--- config.mk ---
export PLATFORM = sky130hd
export DESIGN_NAME = seg_msg_sequencer_flat
export DESIGN_NICKNAME = d
export VERILOG_FILES = /design/src/rtl/seg_msg_if.sv /design/src/rtl/seg_msg_sequencer.sv /design/src/flat_wrapper.sv
export SDC_FILE = /design/constraint.sdc
export NUM_CORES = 1
export LEC_CHECK = 0
export ABC_AREA = 1
export CAP_MARGIN = 20
export CORE_MARGIN = 3
export CORE_UTILIZATION = 30
export DETAILED_ROUTE_END_ITERATION = 16
export GPL_TIMING_DRIVEN = 0
export REMOVE_ABC_BUFFERS = 1
export SLEW_MARGIN = 0
export SYNTH_ARGS = -nofsm -noshare
export SYNTH_HDL_FRONTEND = slang
export SYNTH_SLANG_ARGS = --single-unit
--- constraint.sdc ---
create_clock -name clk -period 4.9 [get_ports clk]
set_input_delay 0.98 -clock clk [delete_from_list [all_inputs] [get_ports clk]]
set_output_delay 0.98 -clock clk [all_outputs]
set_load 0.01 [all_outputs]
--- src/rtl/seg_msg_if.sv ---
// Handshake bundle between the raw user pins / period setting and the
// letter-ROM + segment-register datapath.
interface seg_msg_if #(
  parameter int IDX_W = 4,
  parameter int PER_W = 8
);
  logic             btn_raw;
  logic             auto_en;
  logic [PER_W-1:0] period;
  logic [IDX_W-1:0] seg_idx;
  logic             seg_load;
  logic             wrap;
  logic             paused;

  modport master (
    output btn_raw, auto_en, period,
    input  seg_idx, seg_load, wrap, paused
  );

  modport slave (
    input  btn_raw, auto_en, period,
    output seg_idx, seg_load, wrap, paused
  );
endinterface

--- src/rtl/seg_msg_sequencer.sv ---
// Sequences the message-letter index for the 7-segment display: manual stepping
// from a debounced button, or timed auto-scroll with button pause/resume.
module seg_msg_sequencer #(
  parameter int MSG_LEN    = 14,
  parameter int IDX_W      = 4,
  parameter int DEB_CYCLES = 50000,
  parameter int PRESCALE   = 10000,
  parameter int PER_W      = 8
) (
  input  logic     clk,
  input  logic     rst,
  seg_msg_if.slave bus
);

  localparam int DEB_W = $clog2(DEB_CYCLES + 1);
  localparam int PRE_W = (PRESCALE > 1) ? $clog2(PRESCALE) : 1;

  localparam logic [1:0] ST_MANUAL = 2'd0;
  localparam logic [1:0] ST_AUTO   = 2'd1;
  localparam logic [1:0] ST_PAUSED = 2'd2;

  // Bit 0 = button, bit 1 = mode select; both arrive asynchronously.
  logic [1:0] sync_in;
  logic [1:0] sync_out;
  assign sync_in = {bus.auto_en, bus.btn_raw};

  genvar gi;
  generate
    for (gi = 0; gi < 2; gi++) begin : g_sync
      logic s1_reg;
      logic s2_reg;
      always_ff @(posedge clk or posedge rst) begin
        if (rst) begin
          s1_reg <= 1'b0;
          s2_reg <= 1'b0;
        end else begin
          s1_reg <= sync_in[gi];
          s2_reg <= s1_reg;
        end
      end
      assign sync_out[gi] = s2_reg;
    end
  endgenerate

  logic btn_s;
  logic auto_s;
  assign btn_s  = sync_out[0];
  assign auto_s = sync_out[1];

  logic [DEB_W-1:0] deb_cnt_reg;
  logic             btn_acc_reg;
  logic             press_reg;

  // A new level is accepted only after it has held for DEB_CYCLES cycles.
  always_ff @(posedge clk or posedge rst) begin
    if (rst) begin
      deb_cnt_reg <= '0;
      btn_acc_reg <= 1'b0;
      press_reg   <= 1'b0;
    end else begin
      press_reg <= 1'b0;
      if (btn_s == btn_acc_reg) begin
        deb_cnt_reg <= '0;
      end else if (deb_cnt_reg == DEB_W'(DEB_CYCLES - 1)) begin
        deb_cnt_reg <= '0;
        btn_acc_reg <= btn_s;
        press_reg   <= btn_s;
      end else begin
        deb_cnt_reg <= deb_cnt_reg + DEB_W'(1);
      end
    end
  end

  logic [1:0]       state_reg;
  logic [1:0]       state_next;
  logic             advance;
  logic [PRE_W-1:0] pre_cnt_reg;
  logic [PER_W-1:0] per_cnt_reg;
  logic             tick;
  logic             timer_adv;
  logic             run;
  logic [PER_W:0]   period_eff;
  logic [PER_W:0]   per_inc;

  assign tick       = (state_reg == ST_AUTO) && (pre_cnt_reg == PRE_W'(PRESCALE - 1));
  assign period_eff = (bus.period == '0) ? (PER_W+1)'(1) : {1'b0, bus.period};
  assign per_inc    = {1'b0, per_cnt_reg} + (PER_W+1)'(1);
  assign timer_adv  = tick && (per_inc >= period_eff);

  // Mode change outranks press, which outranks the timer.
  always_comb begin
    state_next = state_reg;
    advance    = 1'b0;
    case (state_reg)
      ST_MANUAL: begin
        if (auto_s)         state_next = ST_AUTO;
        else if (press_reg) advance    = 1'b1;
      end
      ST_AUTO: begin
        if (!auto_s)        state_next = ST_MANUAL;
        else if (press_reg) state_next = ST_PAUSED;
        else if (timer_adv) advance    = 1'b1;
      end
      ST_PAUSED: begin
        if (!auto_s)        state_next = ST_MANUAL;
        else if (press_reg) state_next = ST_AUTO;
      end
      default: state_next = ST_MANUAL;
    endcase
  end

  // Counters only run while staying in AUTO, so every entry starts from zero.
  assign run = (state_reg == ST_AUTO) && (state_next == ST_AUTO);

  always_ff @(posedge clk or posedge rst) begin
    if (rst) begin
      pre_cnt_reg <= '0;
      per_cnt_reg <= '0;
    end else if (!run) begin
      pre_cnt_reg <= '0;
      per_cnt_reg <= '0;
    end else begin
      pre_cnt_reg <= tick ? '0 : pre_cnt_reg + PRE_W'(1);
      if (tick) per_cnt_reg <= timer_adv ? '0 : per_inc[PER_W-1:0];
    end
  end

  logic [IDX_W-1:0] seg_idx_reg;
  logic             seg_load_reg;
  logic             wrap_reg;
  logic             idx_last;

  assign idx_last = (seg_idx_reg == IDX_W'(MSG_LEN - 1));

  always_ff @(posedge clk or posedge rst) begin
    if (rst) begin
      state_reg    <= ST_MANUAL;
      seg_idx_reg  <= '0;
      seg_load_reg <= 1'b0;
      wrap_reg     <= 1'b0;
    end else begin
      state_reg    <= state_next;
      seg_load_reg <= advance;
      wrap_reg     <= advance && idx_last;
      if (advance) seg_idx_reg <= idx_last ? '0 : seg_idx_reg + IDX_W'(1);
    end
  end

  assign bus.seg_idx  = seg_idx_reg;
  assign bus.seg_load = seg_load_reg;
  assign bus.wrap     = wrap_reg;
  assign bus.paused   = (state_reg == ST_PAUSED);

endmodule
--- src/flat_wrapper.sv ---
// flat-port wrapper written by rule: the top's interface ports become plain ports
module seg_msg_sequencer_flat 
#(
  parameter int MSG_LEN    = 14,
  parameter int IDX_W      = 4,
  parameter int DEB_CYCLES = 50000,
  parameter int PRESCALE   = 10000,
  parameter int PER_W      = 8
)
  (clk, rst, bus_btn_raw, bus_auto_en, bus_period, bus_seg_idx, bus_seg_load, bus_wrap, bus_paused);
  seg_msg_if #(.IDX_W(IDX_W), .PER_W(PER_W)) bus_i ();
  input  logic clk;
  input  logic rst;
  input wire logic [$bits(bus_i.btn_raw)-1:0] bus_btn_raw;
  input wire logic [$bits(bus_i.auto_en)-1:0] bus_auto_en;
  input wire logic [$bits(bus_i.period)-1:0] bus_period;
  output wire logic [$bits(bus_i.seg_idx)-1:0] bus_seg_idx;
  output wire logic [$bits(bus_i.seg_load)-1:0] bus_seg_load;
  output wire logic [$bits(bus_i.wrap)-1:0] bus_wrap;
  output wire logic [$bits(bus_i.paused)-1:0] bus_paused;
  assign bus_i.btn_raw = bus_btn_raw;
  assign bus_i.auto_en = bus_auto_en;
  assign bus_i.period = bus_period;
  assign bus_seg_idx = bus_i.seg_idx;
  assign bus_seg_load = bus_i.seg_load;
  assign bus_wrap = bus_i.wrap;
  assign bus_paused = bus_i.paused;
  seg_msg_sequencer #(.MSG_LEN(MSG_LEN), .IDX_W(IDX_W), .DEB_CYCLES(DEB_CYCLES), .PRESCALE(PRESCALE), .PER_W(PER_W)) u_core (.clk(clk), .rst(rst), .bus(bus_i));
endmodule
==> qor.csv <==
stage;metric;value;unit
grt;vias in the first global route;2110;
worst_hold_path;worst min path class;register to register;
critical_path;crit path DAT;3.01;ns
layout;Finished Core Util;36.1;%
clock_network;hold buffers post-CTS;0;
floorplan;Initial Util;31.5;%
clock_network;CTS max path bufs;2;
placed_design;number of port buffers;18;
clock_network;Clock Root Buffer;clkbuf_8;
sta;RSZ-0062 raised after global routing;no;
grt;grt ovf;0;
critical_path;crit-path cells;clkdlybuf4s50_1, nor4_1, a41o_1, ha_1, inv_1, nand2_1, nand3_1, nand3_1, nand2_1, nand2_1, nand2_1, nand2_1, nand2_2, nand2_4, nand2_1, nand2_1;
detailed_routing;vias per cell;4.63;
clock_network;clock sinks;52;
floorplan;core footprint;8890;µm²
grt;busiest grt layer;met2;
sta;slew at the pin with the worst max-slew slack;0.460;ns
clock_network;Post-CTS Setup Bufs;0;
layout;# fillers;895;
sta;Setup Viol. Count Final;0;
grt;initial antenna violation count;0;
sta;minimum clock period;2.80;ns
grt;first-pass GRT wire length;9370;µm
layout;share of cells above drive strength 1;8.38;%
detailed_routing;via count;2159;
critical_path;CP Class;input pin to register;
critical_path;CP startpoint kind;input pin;
placed_design;gpl congestion;0.891;
detailed_routing;wire length per cell;11.1;µm
yosys;synth top area cells;dfrtp_1, nand2_1, inv_1;
sta;max-slew violations;0;
clock_network;TritonCTS clock tree;built;
power_and_ir_drop;Pleak;1.48;nW
detailed_routing;Post-DRT Antenna Nets;0;
yosys;Yosys reg bits;52;
detailed_routing;drt pass-1 iters;4;
clock_network;clk_lat worst skew;0.31;ns
yosys;cells after synthesis;333;
yosys;post-synthesis average cell area;8.41;µm²
layout;Largest register FFs;16;
layout;Area Growth Syn to Fin;14.6;%
critical_path;Setup crit end kind;register;
grt;gr usage total;10.9;%
run_status;status;complete, no violations;
sta;setup TNS;0;ns
power_and_ir_drop;Peak VDD IR;150;µV
clock_network;H-tree Lvls;2;
yosys;top cell type's share of synthesized area;46.5;%
flow_run;max cap viols;0;
yosys;post-synthesis instance area;2800;µm²
critical_path;Crit Path Max Fanout;6;
grt;grt met3 use;2.10;%
floorplan;DIE AREA;10500;µm²
placed_design;DP Wirelength;3880;µm
yosys;Yosys cell types;36;
sta;Max transition margin;69.1;%
yosys;largest area contributor in the netlist;dfrtp_1;
grt;met2 Usage GRT;17.1;%
critical_path;Worst Path Required;5.11;ns
yosys;Seq/Total Area, Yosys;46.5;%
detailed_routing;DR iter-0 viols;104;
floorplan;row cnt;34;
floorplan;Die Height;103;µm
critical_path;critical path's slowest cell;clkdlybuf4s50_1;
detailed_routing;Residual DRC;0;
floorplan;I/O pin count;19;
sta;fmax;0.357;GHz
clock_network;Resized Gates After CTS;0;
grt;largest net degree at the start of global routing;41;
layout;final layout net count;380;
floorplan;chip width;103;µm
grt;met1 usage;15.3;%
power_and_ir_drop;Power per Cell Area;227;nW/µm²
critical_path;slowest stage delay, CP;0.43;ns
sta;skew final;0.0116;ns
clock_network;CTS Buf Count;5;
sta;period utilisation layout;57.2;%
layout;n_diodes;0;
critical_path;crit-path most repeated cell;nand2_1;
sta;Final Hold Viols;0;
clock_network;Worst-path clk slew;0.10;ns
yosys;Yosys warning total;0;
detailed_routing;Post-Route WL;5160;µm
[per-layer routing]
metal	vias up	wire (µm)	share of wire (%)
met2	19	2360	46
li1	1143	-	-
met1	989	2610	50
met4	0	75	1.5
met5	-	0	0
met3	8	121	2.3
[cell usage in the layout, fill, tap and decap left out, types with 2 or more instances in the layout]
| cell | n |
|---|---|
| xnor2_1 | 6 |
| dfrtp_1 | 52 |
| ha_1 | 11 |
| clkbuf_8 | 5 |
| clkdlybuf4s50_1 | 18 |
| inv_2 | 4 |
| nor2_2 | 2 |
| nor4_1 | 6 |
| nor3b_1 | 5 |
| xor2_1 | 9 |
| o21ai_1 | 4 |
| nor3_1 | 13 |
| clkinv_2 | 2 |
| nand2_2 | 4 |
| nand3_2 | 4 |
| a21oi_1 | 11 |
| o21ai_0 | 4 |
| o22ai_1 | 3 |
| nand2_1 | 56 |
| inv_1 | 47 |
| a211oi_1 | 2 |
| nor3_2 | 3 |
| nor2_1 | 39 |
| nand4_1 | 8 |
| nand3_1 | 26 |
[cell type report]
cell class              count  area, µm²  area share (%)
clock buffers               5       68.8            2.15
repair buffers             19        200            6.24
well taps                 108        135            4.21
inverters                  52        196            6.13
flip-flops and latches     52       1300            40.6
multi-input cells         227       1280            40.0
clock inverters             3       22.5           0.702
[power by group]
group	total (mW)	switching (mW)	internal, mW
clock	0.250	0.148	0.103
sequential	0.438	0.00396	0.434
combinational	0.0396	0.0234	0.0162
total	0.728	0.175	0.552
[cells in the mapped netlist (all sizes together)]
library cell,instances
nand4,8
buf,2
o21a,1
o211a,1
nor3,17
clkinv,1
nor4,6
nor3b,5
ha,11
and2,1
a21boi,1
dfrtp,52
o31ai,1
nand2,61
or2,1
nor2,42
a41o,1
xnor2,6
o22ai,3
a21oi,11
xor2,9
o21ai,8
nand3,30
a31oi,1
a211oi,2
inv,51
[path summary, 6_finish.rpt]
check                      slack (ns)  cells past startpoint                               from                           endpoint
setup / recovery                 2.10                     16                      bus_period[1]  u_core.bus.seg_idx[3]$_DFFE_PP0P_
max in group asynchronous        3.46                      3                                rst  u_core.per_cnt_reg[7]$_DFFE_PP0P_
min in group asynchronous        0.93                      2                                rst    u_core.deb_cnt_reg[0]$_DFF_PP0_
hold / removal                   0.37                      0  u_core.g_sync[1].s1_reg$_DFF_PP0_            u_core.auto_s$_DFF_PP0_
setup reg to reg                 2.52                     17  u_core.per_cnt_reg[0]$_DFFE_PP0P_  u_core.bus.seg_idx[3]$_DFFE_PP0P_
hold reg to reg                  0.37                      0  u_core.g_sync[1].s1_reg$_DFF_PP0_            u_core.auto_s$_DFF_PP0_
[kinds of logic after synthesis]
family | share of synthesized area (%)
and+or+nand+nor | 29.9
buffers and inverters | 7.69
DFF | 46.5
AOI/OAI and AO/OA | 6.35
xor gates and xnor gates | 4.69
adders and majority gates | 4.92
[metrics by stage]
| step | hold WS (ns) | worst slack [ns] | instances | area, µm² | power [mW] |
|---|---|---|---|---|---|
| after CTS | 0.375 | 2.10 | 466 | 3210 | 0.744 |
| final | 0.368 | 2.10 | 466 | 3210 | 0.728 |
| after floorplan | 0.331 | 2.45 | 331 | 2780 | 0.467 |
| after global routing | 0.377 | 1.81 | 466 | 3210 | 0.768 |
| after global placement | 0.337 | 1.62 | 457 | 3100 | 0.484 |
| after detailed placement | 0.354 | 1.77 | 458 | 3120 | 0.487 |
[critical path: cells and delay by family]
kind,cells,cell delay (ns)
fa+ha+maj,1,0.23
buf+inv,2,0.48
simple gates,12,1.09
compound gates,1,0.22
Note: power is estimated with default switching activity, not from simulation.
